### src/rtl/cnn_line_fifo_if.sv
// Bundle of write, line-read and chip-read signals for cnn_line_fifo.
// The master side drives pixels and read requests; the slave side is the line FIFO.
interface cnn_line_fifo_if #(
    parameter int DW       = 16,
    parameter int LINE_LEN = 10,
    parameter int COL_W    = 4,
    parameter int LINE_W   = 2,
    parameter int CNT_W    = 2
);

    logic [DW-1:0]          wr_data;
    logic                   wr_valid;
    logic                   wr_ready;
    logic                   line_done;
    logic [CNT_W-1:0]       lines_avail;
    logic                   line_rd_en;
    logic [LINE_LEN*DW-1:0] line_data_out;
    logic                   line_data_valid;
    logic                   line_release;
    logic [LINE_W-1:0]      chip_line;
    logic [COL_W-1:0]       chip_add;
    logic                   chiprd_en;
    logic [DW-1:0]          chip_data_out;
    logic                   chip_data_valid;
    logic                   err;

    modport master (
        output wr_data, wr_valid, line_rd_en, line_release,
               chip_line, chip_add, chiprd_en,
        input  wr_ready, line_done, lines_avail, line_data_out,
               line_data_valid, chip_data_out, chip_data_valid, err
    );

    modport slave (
        input  wr_data, wr_valid, line_rd_en, line_release,
               chip_line, chip_add, chiprd_en,
        output wr_ready, line_done, lines_avail, line_data_out,
               line_data_valid, chip_data_out, chip_data_valid, err
    );

endinterface

### src/rtl/cnn_line_fifo.sv
// Ring of NUM_LINES feature-map lines: streamed pixel writes, whole-line and word reads.
// Define LINE_FIFO_ERR_EN to build the sticky protocol-error detector driving err.
module cnn_line_fifo #(
    parameter int DW        = 16,
    parameter int LINE_LEN  = 10,
    parameter int NUM_LINES = 3,
    parameter int COL_W     = 4,
    parameter int LINE_W    = 2,
    parameter int CNT_W     = 2
) (
    input  logic           clk,
    input  logic           reset,
    cnn_line_fifo_if.slave bus
);

    localparam logic [COL_W-1:0]  LAST_COL  = COL_W'(LINE_LEN - 1);
    localparam logic [LINE_W-1:0] LAST_LINE = LINE_W'(NUM_LINES - 1);
    localparam logic [CNT_W-1:0]  FULL_CNT  = CNT_W'(NUM_LINES);

    logic [DW-1:0]          mem_q [NUM_LINES][LINE_LEN];

    logic [COL_W-1:0]       wrCol_q, wrCol_d;
    logic [LINE_W-1:0]      wrLine_q, wrLine_d;
    logic [LINE_W-1:0]      rdLine_q, rdLine_d;
    logic [CNT_W-1:0]       count_q, count_d;
    logic                   lineDone_q;
    logic [LINE_LEN*DW-1:0] lineData_q, lineData_d;
    logic                   lineValid_q, lineValid_d;
    logic [DW-1:0]          chipData_q, chipData_d;
    logic                   chipValid_q, chipValid_d;

    logic                   wrReady;
    logic                   wrAccept;
    logic                   lineEnd;
    logic                   notEmpty;
    logic                   doRelease;
    logic                   lineRead;
    logic                   chipOk;
    logic [LINE_W-1:0]      chipIdx;
    int                     chipSum;

    assign notEmpty  = (count_q != '0);
    assign wrReady   = (count_q < FULL_CNT);
    assign wrAccept  = bus.wr_valid && wrReady;
    assign lineEnd   = wrAccept && (wrCol_q == LAST_COL);
    assign doRelease = bus.line_release && notEmpty;
    assign lineRead  = bus.line_rd_en && notEmpty;
    assign chipOk    = bus.chiprd_en
                       && (32'(bus.chip_line) < 32'(count_q))
                       && (32'(bus.chip_add) < 32'(LINE_LEN));

    always_comb begin
        wrCol_d  = wrCol_q;
        wrLine_d = wrLine_q;
        rdLine_d = rdLine_q;
        count_d  = count_q;

        if (wrAccept) begin
            if (lineEnd) begin
                wrCol_d  = '0;
                wrLine_d = (wrLine_q == LAST_LINE) ? '0 : wrLine_q + 1'b1;
            end else begin
                wrCol_d = wrCol_q + 1'b1;
            end
        end

        if (doRelease) begin
            rdLine_d = (rdLine_q == LAST_LINE) ? '0 : rdLine_q + 1'b1;
        end

        // Completion and release together leave the count untouched
        case ({lineEnd, doRelease})
            2'b10:   count_d = count_q + 1'b1;
            2'b01:   count_d = count_q - 1'b1;
            default: count_d = count_q;
        endcase
    end

    // Ring slot for the chip read; both terms are below NUM_LINES whenever chipOk holds
    always_comb begin
        chipSum = int'(rdLine_q) + int'(bus.chip_line);
        if (chipSum >= NUM_LINES) begin
            chipSum = chipSum - NUM_LINES;
        end
        chipIdx = LINE_W'(chipSum);
    end

    always_comb begin
        lineData_d  = '0;
        lineValid_d = 1'b0;
        chipData_d  = '0;
        chipValid_d = 1'b0;

        if (lineRead) begin
            lineValid_d = 1'b1;
            for (int i = 0; i < LINE_LEN; i++) begin
                lineData_d[(LINE_LEN-1-i)*DW +: DW] = mem_q[rdLine_q][i];
            end
        end

        if (chipOk) begin
            chipValid_d = 1'b1;
            chipData_d  = mem_q[chipIdx][bus.chip_add];
        end
    end

    always_ff @(posedge clk) begin
        if (!reset) begin
            for (int l = 0; l < NUM_LINES; l++) begin
                for (int c = 0; c < LINE_LEN; c++) begin
                    mem_q[l][c] <= '0;
                end
            end
            wrCol_q     <= '0;
            wrLine_q    <= '0;
            rdLine_q    <= '0;
            count_q     <= '0;
            lineDone_q  <= 1'b0;
            lineData_q  <= '0;
            lineValid_q <= 1'b0;
            chipData_q  <= '0;
            chipValid_q <= 1'b0;
        end else begin
            if (wrAccept) begin
                mem_q[wrLine_q][wrCol_q] <= bus.wr_data;
            end
            wrCol_q     <= wrCol_d;
            wrLine_q    <= wrLine_d;
            rdLine_q    <= rdLine_d;
            count_q     <= count_d;
            lineDone_q  <= lineEnd;
            lineData_q  <= lineData_d;
            lineValid_q <= lineValid_d;
            chipData_q  <= chipData_d;
            chipValid_q <= chipValid_d;
        end
    end

`ifdef LINE_FIFO_ERR_EN
    logic err_q;
    logic errHit;

    assign errHit = (bus.wr_valid && !wrReady)
                    || (bus.line_release && !notEmpty)
                    || (bus.line_rd_en && !notEmpty)
                    || (bus.chiprd_en && !chipOk);

    always_ff @(posedge clk) begin
        if (!reset) begin
            err_q <= 1'b0;
        end else if (errHit) begin
            err_q <= 1'b1;
        end
    end

    assign bus.err = err_q;
`else
    assign bus.err = 1'b0;
`endif

    assign bus.wr_ready        = wrReady;
    assign bus.line_done       = lineDone_q;
    assign bus.lines_avail     = count_q;
    assign bus.line_data_out   = lineData_q;
    assign bus.line_data_valid = lineValid_q;
    assign bus.chip_data_out   = chipData_q;
    assign bus.chip_data_valid = chipValid_q;

endmodule

### src/flat_wrapper.sv
// flat-port wrapper written by rule: the top's interface ports become plain ports
module cnn_line_fifo_flat 
#(
    parameter int DW        = 16,
    parameter int LINE_LEN  = 10,
    parameter int NUM_LINES = 3,
    parameter int COL_W     = 4,
    parameter int LINE_W    = 2,
    parameter int CNT_W     = 2
)
  (clk, reset, bus_wr_data, bus_wr_valid, bus_line_rd_en, bus_line_release, bus_chip_line, bus_chip_add, bus_chiprd_en, bus_wr_ready, bus_line_done, bus_lines_avail, bus_line_data_out, bus_line_data_valid, bus_chip_data_out, bus_chip_data_valid, bus_err);
  cnn_line_fifo_if #(.DW(DW), .LINE_LEN(LINE_LEN), .COL_W(COL_W), .LINE_W(LINE_W), .CNT_W(CNT_W)) bus_i ();
  input  logic clk;
  input  logic reset;
  input wire logic [$bits(bus_i.wr_data)-1:0] bus_wr_data;
  input wire logic [$bits(bus_i.wr_valid)-1:0] bus_wr_valid;
  input wire logic [$bits(bus_i.line_rd_en)-1:0] bus_line_rd_en;
  input wire logic [$bits(bus_i.line_release)-1:0] bus_line_release;
  input wire logic [$bits(bus_i.chip_line)-1:0] bus_chip_line;
  input wire logic [$bits(bus_i.chip_add)-1:0] bus_chip_add;
  input wire logic [$bits(bus_i.chiprd_en)-1:0] bus_chiprd_en;
  output wire logic [$bits(bus_i.wr_ready)-1:0] bus_wr_ready;
  output wire logic [$bits(bus_i.line_done)-1:0] bus_line_done;
  output wire logic [$bits(bus_i.lines_avail)-1:0] bus_lines_avail;
  output wire logic [$bits(bus_i.line_data_out)-1:0] bus_line_data_out;
  output wire logic [$bits(bus_i.line_data_valid)-1:0] bus_line_data_valid;
  output wire logic [$bits(bus_i.chip_data_out)-1:0] bus_chip_data_out;
  output wire logic [$bits(bus_i.chip_data_valid)-1:0] bus_chip_data_valid;
  output wire logic [$bits(bus_i.err)-1:0] bus_err;
  assign bus_i.wr_data = bus_wr_data;
  assign bus_i.wr_valid = bus_wr_valid;
  assign bus_i.line_rd_en = bus_line_rd_en;
  assign bus_i.line_release = bus_line_release;
  assign bus_i.chip_line = bus_chip_line;
  assign bus_i.chip_add = bus_chip_add;
  assign bus_i.chiprd_en = bus_chiprd_en;
  assign bus_wr_ready = bus_i.wr_ready;
  assign bus_line_done = bus_i.line_done;
  assign bus_lines_avail = bus_i.lines_avail;
  assign bus_line_data_out = bus_i.line_data_out;
  assign bus_line_data_valid = bus_i.line_data_valid;
  assign bus_chip_data_out = bus_i.chip_data_out;
  assign bus_chip_data_valid = bus_i.chip_data_valid;
  assign bus_err = bus_i.err;
  cnn_line_fifo #(.DW(DW), .LINE_LEN(LINE_LEN), .NUM_LINES(NUM_LINES), .COL_W(COL_W), .LINE_W(LINE_W), .CNT_W(CNT_W)) u_core (.clk(clk), .reset(reset), .bus(bus_i));
endmodule
### config.mk
export PLATFORM = sky130hd
export DESIGN_NAME = cnn_line_fifo_flat
export DESIGN_NICKNAME = d
export VERILOG_FILES = /design/src/rtl/cnn_line_fifo_if.sv /design/src/rtl/cnn_line_fifo.sv /design/src/flat_wrapper.sv
export SDC_FILE = /design/constraint.sdc
export NUM_CORES = 1
export LEC_CHECK = 0
export CAP_MARGIN = 10
export CORE_MARGIN = 2
export CORE_UTILIZATION = 30
export CTS_CLUSTER_DIAMETER = 30
export CTS_CLUSTER_SIZE = 30
export DETAILED_ROUTE_END_ITERATION = 8
export GPL_TIMING_DRIVEN = 0
export MAX_ROUTING_LAYER = met4
export PLACE_DENSITY = 0.55
export SLEW_MARGIN = 20
export SYNTH_ARGS = -nofsm -noshare
export SYNTH_HDL_FRONTEND = slang
export SYNTH_SLANG_ARGS = --single-unit
### constraint.sdc
create_clock -name clk -period 10.53 [get_ports clk]
set_input_delay 1.053 -clock clk [delete_from_list [all_inputs] [get_ports clk]]
set_output_delay 1.053 -clock clk [all_outputs]
set_load 0.01 [all_outputs]
### Word level (Yosys, flattened, before mapping)

Memory sizes are Yosys's and may differ from the RTL's. A register that Yosys moved wholly into a read port is not among the register bits.
Cells that the tools add are included.

| word-level totals | value |
|---|---|
| memory bits (writable) | 480 |
| logic and storage cells | 63 |
| output and inout bits | 183 |
| flip-flop bits (word level) | 29 |
| input port bits | 28 |
| memories | 1 |

Memories:

| name | depth | bits a word | rd ports | clocked after Yosys merged registers in | write ports | line | RTL |
|---|---|---|---|---|---|---|---|
| u_core.mem_q | 3 | 160 | 2 | 1 | 3 | cnn_line_fifo.sv:20 | `logic [DW-1:0] mem_q [NUM_LINES][LINE_LEN];` |

| cells by class | value |
|---|---|
| bitwise gates (word level) | 2 |
| reduce and logical (&&, ||, !) cells | 14 |
| muxes and demuxes | 19 |
| add/sub/neg operators | 7 |
| $lt $le $gt $ge | 7 |
| equal/unequal tests | 5 |

Operators by type and width:

| cell | count |
|---|---|
| $mux W160 | 3 |
| $reduce_or A160 Y1 | 1 |
| $bmux W16 S4 | 1 |
| $demux W16 S4 | 1 |
| $mux W16 | 3 |
| $ge A5 B5 Y1 const B | 2 |
| $not A4 Y5 | 2 |
| $mux W2 | 4 |
| $logic_and A1 B1 Y1 | 7 |
| $add A2 B1 Y2 const B | 3 |
| $eq A2 B2 Y1 const B | 3 |
| $reduce_and A2 Y1 | 3 |
| $lt A5 B1 Y1 const B | 1 |
| $mux W1 | 5 |
| $add A4 B1 Y4 const B | 1 |
| $eq A4 B4 Y1 const B | 1 |
| $lt A4 B4 Y1 const B | 1 |
| $mux W4 | 1 |
| $pmux W2 S2 | 1 |
| $reduce_bool A2 Y1 | 2 |
| $sub A2 B1 Y2 const B | 2 |
| $add A2 B2 Y3 | 1 |
| $ge A3 B2 Y1 const B | 1 |
| $eq A2 B1 Y1 const B | 1 |
| 3 further kinds | 3 |

### Logic depth before layout (Yosys ltp)

Gate-level depths: netlist of run 1.

| logic depth | value |
|---|---|
| depth after elaboration | 8 |
| mapped depth | 17 |
| depth with buffers taken out | 12 |

### Worst setup path after synthesis of run 1

No wires, ideal clock.

| path | value |
|---|---|
| path type | in2reg |
| start point | input port bus_chip_line[0] |
| end point | register u_core.chipData_q[0] (netlist: u_core.bus.chip_data_out[0]) |
| path buffers | 3 |
| library setup time | 0.134 ns |
| setup slack | 6.577 ns |
| data arrival time | 3.819 ns |
| stages | 14 |
| required time | 10.396 ns |
| path through | ha_1 inv_1 fa_1 inv_1 ha_1 nand2b_1 buf_2 a21boi_4 buf_6 buf_2 mux4_2 a22o_1 o41ai_1 o22ai_1 |

| between the ends | value |
|---|---|
| cells in the longest elaborated chain, start to end | 7 |
| elaborated cells on any way between the ends | 12 |
| classes of those cells | 2 x add/sub; 2 x order compare; 4 x mux; 3 x reduce/logical; 1 x memory |

Ends and longest elaborated chain:

| item | line | RTL |
|---|---|---|
| start, declared | flat_wrapper.sv:19 | `input wire logic [$bits(bus_i.chip_line)-1:0] bus_chip_line;` |
| $add A2 B2 Y3 | cnn_line_fifo.sv:81 | `chipSum = int'(rdLine_q) + int'(bus.chip_line);` |
| $ge A3 B2 Y1 / $sub A2 B1 Y2 (equally long branches) | cnn_line_fifo.sv:82, cnn_line_fifo.sv:83 |  |
| $mux W2 | cnn_line_fifo.sv:82 | `if (chipSum >= NUM_LINES) begin` |
| $mem_v2 Z3 W160 | -- |  |
| $bmux W16 S4 | cnn_line_fifo.sv:103 | `chipData_d = mem_q[chipIdx][bus.chip_add];` |
| $mux W16 (implied by the code) (2 in a row) | cnn_line_fifo.sv:103 |  |
| end signal, assigned | cnn_line_fifo.sv:134 | `chipData_q <= chipData_d;` |
| end, declared | cnn_line_fifo.sv:29 | `logic [DW-1:0] chipData_q, chipData_d;` |

Parallel ways exist; a longest one is shown, timed or not. The select of a mux whose other input is x is not followed.
A chain may end at the register's enable or synchronous reset.

### Final worst setup path of run 1

| path | value |
|---|---|
| start point | register u_core.rdLine_q[1] |
| end point | register u_core.chipData_q[15] (netlist: u_core.bus.chip_data_out[15]) |

| between the ends | value |
|---|---|
| cells in the longest elaborated chain, start to end | 7 |
| elaborated cells on any way between the ends | 8 |
| classes of those cells | 2 x add/sub; 1 x order compare; 4 x mux; 1 x memory |

Ends and longest elaborated chain:

| item | line | RTL |
|---|---|---|
| start, declared | cnn_line_fifo.sv:24 | `logic [LINE_W-1:0] rdLine_q, rdLine_d;` |
| start signal, assigned | cnn_line_fifo.sv:129 | `rdLine_q <= rdLine_d;` |
| $add A2 B2 Y3 * | cnn_line_fifo.sv:81 |  |
| $ge A3 B2 Y1 / $sub A2 B1 Y2 (equally long branches) | cnn_line_fifo.sv:82, cnn_line_fifo.sv:83 |  |
| $mux W2 * | cnn_line_fifo.sv:82 |  |
| $mem_v2 Z3 W160 * | -- |  |
| $bmux W16 S4 * | cnn_line_fifo.sv:103 |  |
| $mux W16 (implied by the code) * (2 in a row) | cnn_line_fifo.sv:103 |  |

Every way passes the cells marked *; elsewhere a longest branch is shown, timed or not. The select of a mux whose other input is x is not followed.

==> impl_results.md, run 1 <==
- Worst hold path class: register to register
- Post-CTS Setup Bufs: 0
- # clock sinks: 829
- Uppermost layer routed: met4
- Hold violation count in the final report: 0
- Cell variety after synth: 63
- Avg Cell Area, Syn: 14.1 um2
- Flops & latches, synth: 829
- Starting density of the core: 30.3%
- Die Area: 128,000 um2
- # hold bufs at CTS: 0
- Minimum clock period after layout: 6.82 ns
- Final wirelength: 163,000 um
- GPL Wtd Cong: 1.02
- Synth Flop Type: edfxtp_1
- Final Skew: 0.0357 ns
- Die Span X: 357 um
- Mapped cell area: 37,400 um2
- RSZ-0062 raised after global routing: no
- Max clock buf depth: 3
- Worst setup EP type: register
- Yosys Warn Count: 0
- Worst Tran Pin Value: 1.31 ns
- Max VDD drop: 0.182 mV
- Worst EP required: 11.14 ns
- WL/cell: 33.2 um
- Largest net degree at the start of global routing: 20
- Initial antenna violation count: 20
- Setup TNS: 0 ns
- Post-Syn Instances: 2,649
- Critical path class: register to register
- Synth top area share: 51.4%
- Relative slew margins: 12.5%
- Maxcap violations: 0
- Number of global-route vias before repair: 26,900
- Residual DRC: 0
- Final nets: 3,118
- Post-synth ARST share: 0%
- Layout cells sized above 1: 22.5%
- Routed vias: 27,800
- Clk slew on worst S/H paths: 0.05 ns
- Met1 wire length: 63,500 um
- EDFF count, synth: 640
- Top cells by area, synth: edfxtp_1 (51%), mux4_2 (12%), dfxtp_1 (10%), and2_1 (4.6%), nor2b_1 (2.9%)
- Drt pass-1 iters: 6
- Root buffer cell: clkbuf_16
- Clk Latency, worst-skew pair: 0.83 ns
- Port Buffers: 191
- Rows: 129
- CTS Buf Count: 207
- Synth cell count leaders: edfxtp_1 (640), and2_1 (278), mux4_2 (201)
- Pwr dens: 220 nW/um2
- Crit path DAT: 7.43 ns
- Global route overflow: 0
- All-Layer GR Usage: 26.0%
- Fin crit share: 64.8%
- Status: completed
- Final slew viol count: 0
- Core Area: 124,000 um2
- DR WL met2: 69,300 um
- Synth-to-Final Area Change: 31.5%
- H-tree levels: 4
- Final number of setup-violating endpoints: 0
- Post-DRT Antenna Nets: 0
- CTS tree: yes
- DP HPWL: 115,000 um
- I/O pin count: 211
- Largest area contributor in the netlist: edfxtp_1
- Initial DRC Count: 4,307
- First-pass GRT wire length: 219,000 um
- Die Ht: 357 um
- Fmax: 147 MHz
- Vias/cell: 5.66
- Most numerous cell in the Yosys netlist: edfxtp_1
- Leakage power: 0.0177 uW
- Mapped Nets: 2,686
- Utilization after layout: 39.8%
- Resized Gates After CTS: 0
- CP Max Fanout: 10
- Metal3 WL: 21,000 um
- Seq/Total Area, Yosys: 61.5%
- Setup crit start kind: register
==> power breakdown <==
| part | total (uW) | leakage (uW) | internal [uW] | switching (uW) |
|---|---|---|---|---|
| Sequential | 3670 | 0.00788 | 3620 | 51.5 |
| Combinational | 728 | 0.00634 | 221 | 507 |
| Clock | 6400 | 0.00345 | 4290 | 2110 |
==> final timing paths <==
path | endpoint | startpoint | cells past startpoint | slack [ns]
min | u_core.wrCol_q[1]$_SDFFE_PN0N_ | u_core.wrCol_q[1]$_SDFFE_PN0N_ | 2 | 0.53
max reg2reg | u_core.bus.chip_data_out[15]$_SDFF_PN0_ | u_core.rdLine_q[1]$_SDFFE_PN0P_ | 14 | 3.71
max | u_core.bus.chip_data_out[15]$_SDFF_PN0_ | u_core.rdLine_q[1]$_SDFFE_PN0P_ | 14 | 3.71
min reg2reg | u_core.wrCol_q[1]$_SDFFE_PN0N_ | u_core.wrCol_q[1]$_SDFFE_PN0N_ | 2 | 0.53
==> placed cells by master (no fill, tap or decap), types with 14 or more instances in the layout <==
| cell type | synthesis | layout |
|---|---|---|
| buf_4 | 14 | 16 |
| clkinv_1 | 0 | 16 |
| buf_6 | 8 | 26 |
| a221oi_1 | 101 | 101 |
| o21ai_0 | 56 | 40 |
| clkbuf_1 | 161 | 166 |
| o21ai_2 | 0 | 15 |
| nor2_1 | 116 | 108 |
| clkinv_4 | 0 | 16 |
| a22oi_1 | 18 | 18 |
| mux4_2 | 201 | 201 |
| and2_1 | 278 | 278 |
| mux2i_1 | 62 | 62 |
| a221o_1 | 19 | 19 |
| clkinv_2 | 0 | 42 |
| and3_1 | 36 | 36 |
| bufinv_16 | 0 | 22 |
| buf_2 | 42 | 45 |
| nand3_1 | 29 | 29 |
| inv_1 | 31 | 20 |
| clkdlybuf4s50_1 | 0 | 191 |
| o211ai_1 | 15 | 15 |
| nor3_1 | 46 | 46 |
| clkbuf_16 | 0 | 215 |
| clkinvlp_4 | 0 | 18 |
| diode_2 | 0 | 21 |
| a21oi_1 | 104 | 94 |
| inv_6 | 0 | 14 |
| a211oi_1 | 25 | 25 |
| nor2b_1 | 176 | 176 |
| edfxtp_1 | 640 | 640 |
| dfxtp_1 | 189 | 189 |
| a21o_1 | 26 | 26 |
| nand2_1 | 83 | 83 |
| o22ai_1 | 24 | 24 |
| clkbuf_2 | 0 | 26 |
==> sequential cells by signal, summed over array words and instances, names as in the netlist <==
name / cells
u_core.bus.line_data_out: 160
u_core.bus.chip_data_out: 16
u_core.mem_q: 640
u_core.bus.line_data_valid: 1
u_core.bus.lines_avail: 2
u_core.wrLine_q: 2
u_core.bus.chip_data_valid: 1
u_core.rdLine_q: 2
u_core.wrCol_q: 4
u_core.bus.line_done: 1
==> kinds of logic after synthesis <==
group / count (synthesis) / share of synthesized area (%)
AOI/OAI and AO/OA: 475 / 9.35
xor gates and xnor gates: 4 / 0.0937
adders and majority gates: 9 / 0.321
buffers and inverters: 276 / 3.25
DFF: 829 / 61.5
muxes: 264 / 13.8
other: 1 / 0.0100
and+or+nand+nor: 791 / 11.7
==> per-layer routing <==
| layer | global-route usage [%] | vias to the layer above |
|---|---|---|
| met5 | - | - |
| met4 | 14.3 | 0 |
| met3 | 8.71 | 399 |
| met2 | 36.2 | 2208 |
| met1 | 33.0 | 14000 |
| li1 | - | 11200 |
==> through the flow <==
step                setup WS, ns  total power (uW)  instance area (um2)  instances  hold WS [ns]
CTS                         4.19             10800                49100       4898         0.526
finish                      3.71             10800                49200       4919         0.533
detailed placement          4.11              4420                42000       4509         0.517
floorplan                   6.58              4080                37400       2649         0.472
global route                3.81             11000                49200       4899         0.587
global placement            4.08              4400                41400       4477         0.507
==> layout make-up <==
cell class,count,area (um2)
Fill cell,11600,74400
Sequential cell,829,23000
Multi-Input combinational cell,1544,13400
Clock buffer,247,5540
Timing Repair Buffer,223,2360
Tap cell,1637,2050
Clock inverter,142,1570
Buffer,244,1130
Inverter,32,120
Antenna cell,21,52.6
==> critical path, stage by stage, from the launching register on <==
cell      delay (ns)
dfxtp_1         0.29
buf_2           0.39
clkbuf_1        0.88
inv_1           0.25
fa_1            0.85
inv_1           0.12
ha_1            0.28
nand2b_1        0.16
buf_2           0.21
a21boi_4        0.37
clkbuf_1        0.80
mux4_2          0.45
a22o_1          0.27
o41ai_1         0.91
o22ai_1         0.34
Power figures use the tool's default switching activity.
==> run 2, diff against run 1 <==
==> constraint.sdc (replaced) <==
create_clock -name clk -period 6.4 [get_ports clk]
set_input_delay 0.64 -clock clk [delete_from_list [all_inputs] [get_ports clk]]
set_output_delay 0.64 -clock clk [all_outputs]
set_load 0.01 [all_outputs]
==> impl_results.md, run 2 (synthesis gave the netlist of run 1 again) <==
- Max VDD drop: 0.298 mV (was 0.182 mV)
- Clk Latency, worst-skew pair: 0.83 ns (about the same)
- Reg2Reg Depth: 13 (was 14)
- Residual DRC: 0 (unchanged)
- Clk slew on worst S/H paths: 0.05 ns (about the same)
- Synth-to-Final Area Change: 31.5% (about the same)
- Relative slew margins: 12.7% (was 12.5%)
- Status: completed (unchanged)
- Maxcap violations: 0 (unchanged)
- Die Span X: 357 um (unchanged)
- Routed vias: 27,800 (about the same)
- Final nets: 3,117 (was 3,118)
- Core Area: 124,000 um2 (unchanged)
- Initial antenna violation count: 20 (unchanged)
- Most frequent cells in the layout: edfxtp_1 (640), and2_1 (278), clkbuf_16 (215), mux4_2 (201), clkdlybuf4s50_1 (191) (unchanged)
- Max clock buf depth: 3 (unchanged)
- Final number of setup-violating endpoints: 0 (unchanged)
- Worst path cell trace: buf_2, inv_1, fa_1, inv_1, ha_1, nand2b_1, buf_2, a21boi_4, clkbuf_1, mux4_2, a22o_1, o41ai_1, o22ai_1 (was buf_2, clkbuf_1, inv_1, fa_1, inv_1, ha_1, nand2b_1, buf_2, a21boi_4, clkbuf_1, mux4_2, a22o_1, o41ai_1, o22ai_1)
- Worst setup EP type: register (unchanged)
- Hold Path Depth: 3 (was 2)
- Most flop-heavy register: u_core.mem_q (unchanged)
- CTS tree: yes (unchanged)
- Pwr dens: 361 nW/um2 (was 220 nW/um2)
- Starting density of the core: 30.3% (unchanged)
- Worst Hold Path EP: u_core.mem_q[0][104]$_SDFFCE_PN0P_ (was u_core.wrCol_q[1]$_SDFFE_PN0N_)
- Minimum clock period after layout: 6.10 ns (was 6.82 ns)
- Number of global-route vias before repair: 26,900 (unchanged)
- I/O pin count: 211 (unchanged)
- Global route overflow: 0 (unchanged)
- Die Ht: 357 um (unchanged)
- WL/cell: 33.2 um (about the same)
- Largest net degree at the start of global routing: 20 (unchanged)
- Leakage power: 0.0177 uW (about the same)
- Port Buffers: 191 (unchanged)
- GPL Wtd Cong: 1.02 (unchanged)
- Final Skew: 0.0378 ns (was 0.0357 ns)
- Initial DRC Count: 4,405 (was 4,307)
- Final Power: 17,800 uW (was 10,800 uW)
- Max reg flops: 640 (unchanged)
- Fmax: 164 MHz (was 147 MHz)
- CTS Buf Count: 207 (unchanged)
- Slowest cell on crit path: o41ai_1 (unchanged)
- Rows: 129 (unchanged)
- All-Layer GR Usage: 26.0% (unchanged)
- Die Area: 128,000 um2 (unchanged)
- Vias/cell: 5.65 (was 5.66)
- Worst hold path class: input pin to register (was register to register)
- Setup crit start kind: register (unchanged)
- R2r endpoint: u_core.bus.chip_data_out[15]$_SDFF_PN0_ (unchanged)
- Worst EP required: 7.02 ns (was 11.14 ns)
- Most common cell after layout, fill and taps aside: edfxtp_1 (unchanged)
- Critical path class: register to register (unchanged)
- Worst Tran Pin Value: 1.29 ns (was 1.31 ns)
- H-tree levels: 4 (unchanged)
- Crit path DAT: 6.71 ns (was 7.43 ns)
- Final wirelength: 163,000 um (about the same)
- Worst r2r src: u_core.rdLine_q[1]$_SDFFE_PN0P_ (unchanged)
- Layout cells sized above 1: 22.5% (about the same)
- Hold violation count in the final report: 0 (unchanged)
- Setup TNS: 0 ns (unchanged)
- Final slew viol count: 0 (unchanged)
- CP max stage delay: 0.90 ns (was 0.91 ns)
- DP HPWL: 115,000 um (unchanged)
- Min-delay src: bus_wr_data[8] (was u_core.wrCol_q[1]$_SDFFE_PN0N_)
- Post-DRT Antenna Nets: 0 (unchanged)
- Root buffer cell: clkbuf_16 (unchanged)
- R2R setup slack: 0.30 ns (was 3.71 ns)
- Fin crit share: 95.3% (was 64.8%)
- RSZ-0062 raised after global routing: no (unchanged)
- First-pass GRT wire length: 219,000 um (unchanged)
- # hold bufs at CTS: 0 (unchanged)
- Drt pass-1 iters: 9 (was 6)
- # clock sinks: 829 (unchanged)
- CP Max Fanout: 19 (was 10)
==> run 2: report_power, final <==
group	internal [uW]	total, uW	switching (uW)
combinational	364	1200	835
sequential	5960	6040	84.8
clock	7060	10500	3470
total	13400	17800	4390
==> run 2: worst max path at each step <==
stage,startpoint,end,depth (start not counted)
2_1_floorplan,u_core.rdLine_q[1]$_SDFFE_PN0P_,u_core.bus.chip_data_out[0]$_SDFF_PN0_,15
3_3_place_gp,u_core.rdLine_q[1]$_SDFFE_PN0P_,u_core.bus.chip_data_out[15]$_SDFF_PN0_,14
3_5_place_dp,u_core.rdLine_q[1]$_SDFFE_PN0P_,u_core.bus.chip_data_out[15]$_SDFF_PN0_,14
4_1_cts,u_core.rdLine_q[1]$_SDFFE_PN0P_,u_core.bus.chip_data_out[15]$_SDFF_PN0_,14
5_1_grt,u_core.rdLine_q[1]$_SDFFE_PN0P_,u_core.bus.chip_data_out[15]$_SDFF_PN0_,13
6_report,u_core.rdLine_q[1]$_SDFFE_PN0P_,u_core.bus.chip_data_out[15]$_SDFF_PN0_,13
==> run 2: metrics by stage <==
stage	setup WS [ns]	instances	utilization (%)	cell area [um2]	hold WS (ns)
2_1_floorplan	2.68	2649	-	37400	0.472
3_3_place_gp	0.0564	4477	33.5	41400	0.507
3_5_place_dp	0.0629	4509	34.0	42000	0.517
4_1_cts	0.0594	4898	39.8	49100	0.350
5_1_grt	0.255	4898	39.8	49200	0.373
6_report	0.302	4914	39.8	49200	0.389
==> run 2: layout make-up <==
type                    instances  area [um2]
well taps                    1637        2050
repair buffers                223        2360
diodes                         17        42.5
fillers                     11600       74400
plain buffers                 243        1130
flip-flops and latches        829       23000
clock inverters               142        1570
clock buffers                 247        5540
multi-input cells            1544       13400
inverters                      32         120
==> run 2: critical path: cells and delay by family (launching register included) <==
kind / cells / cell delay (ns)
compound gates: 4 / 1.88
fa+ha+maj: 2 / 1.12
mux: 1 / 0.46
simple gates: 1 / 0.16
buf+inv: 5 / 1.98
flops: 1 / 0.29
==> run 2: what timing repair did <==
item,4_1_cts,5_1_grt
resized for setup,0,0
setup endpoints to repair,0,5
buffers inserted,0,0
==> run 2: metal layers <==
metal	global-route usage [%]	routed length, um	part of all wire (%)	vias up
met1	33.0	63700	39	14000
met2	36.2	68900	42	2130
met4	14.3	9840	6.0	0
li1	-	-	-	11200
met5	-	0	0	-
met3	8.71	20700	13	416
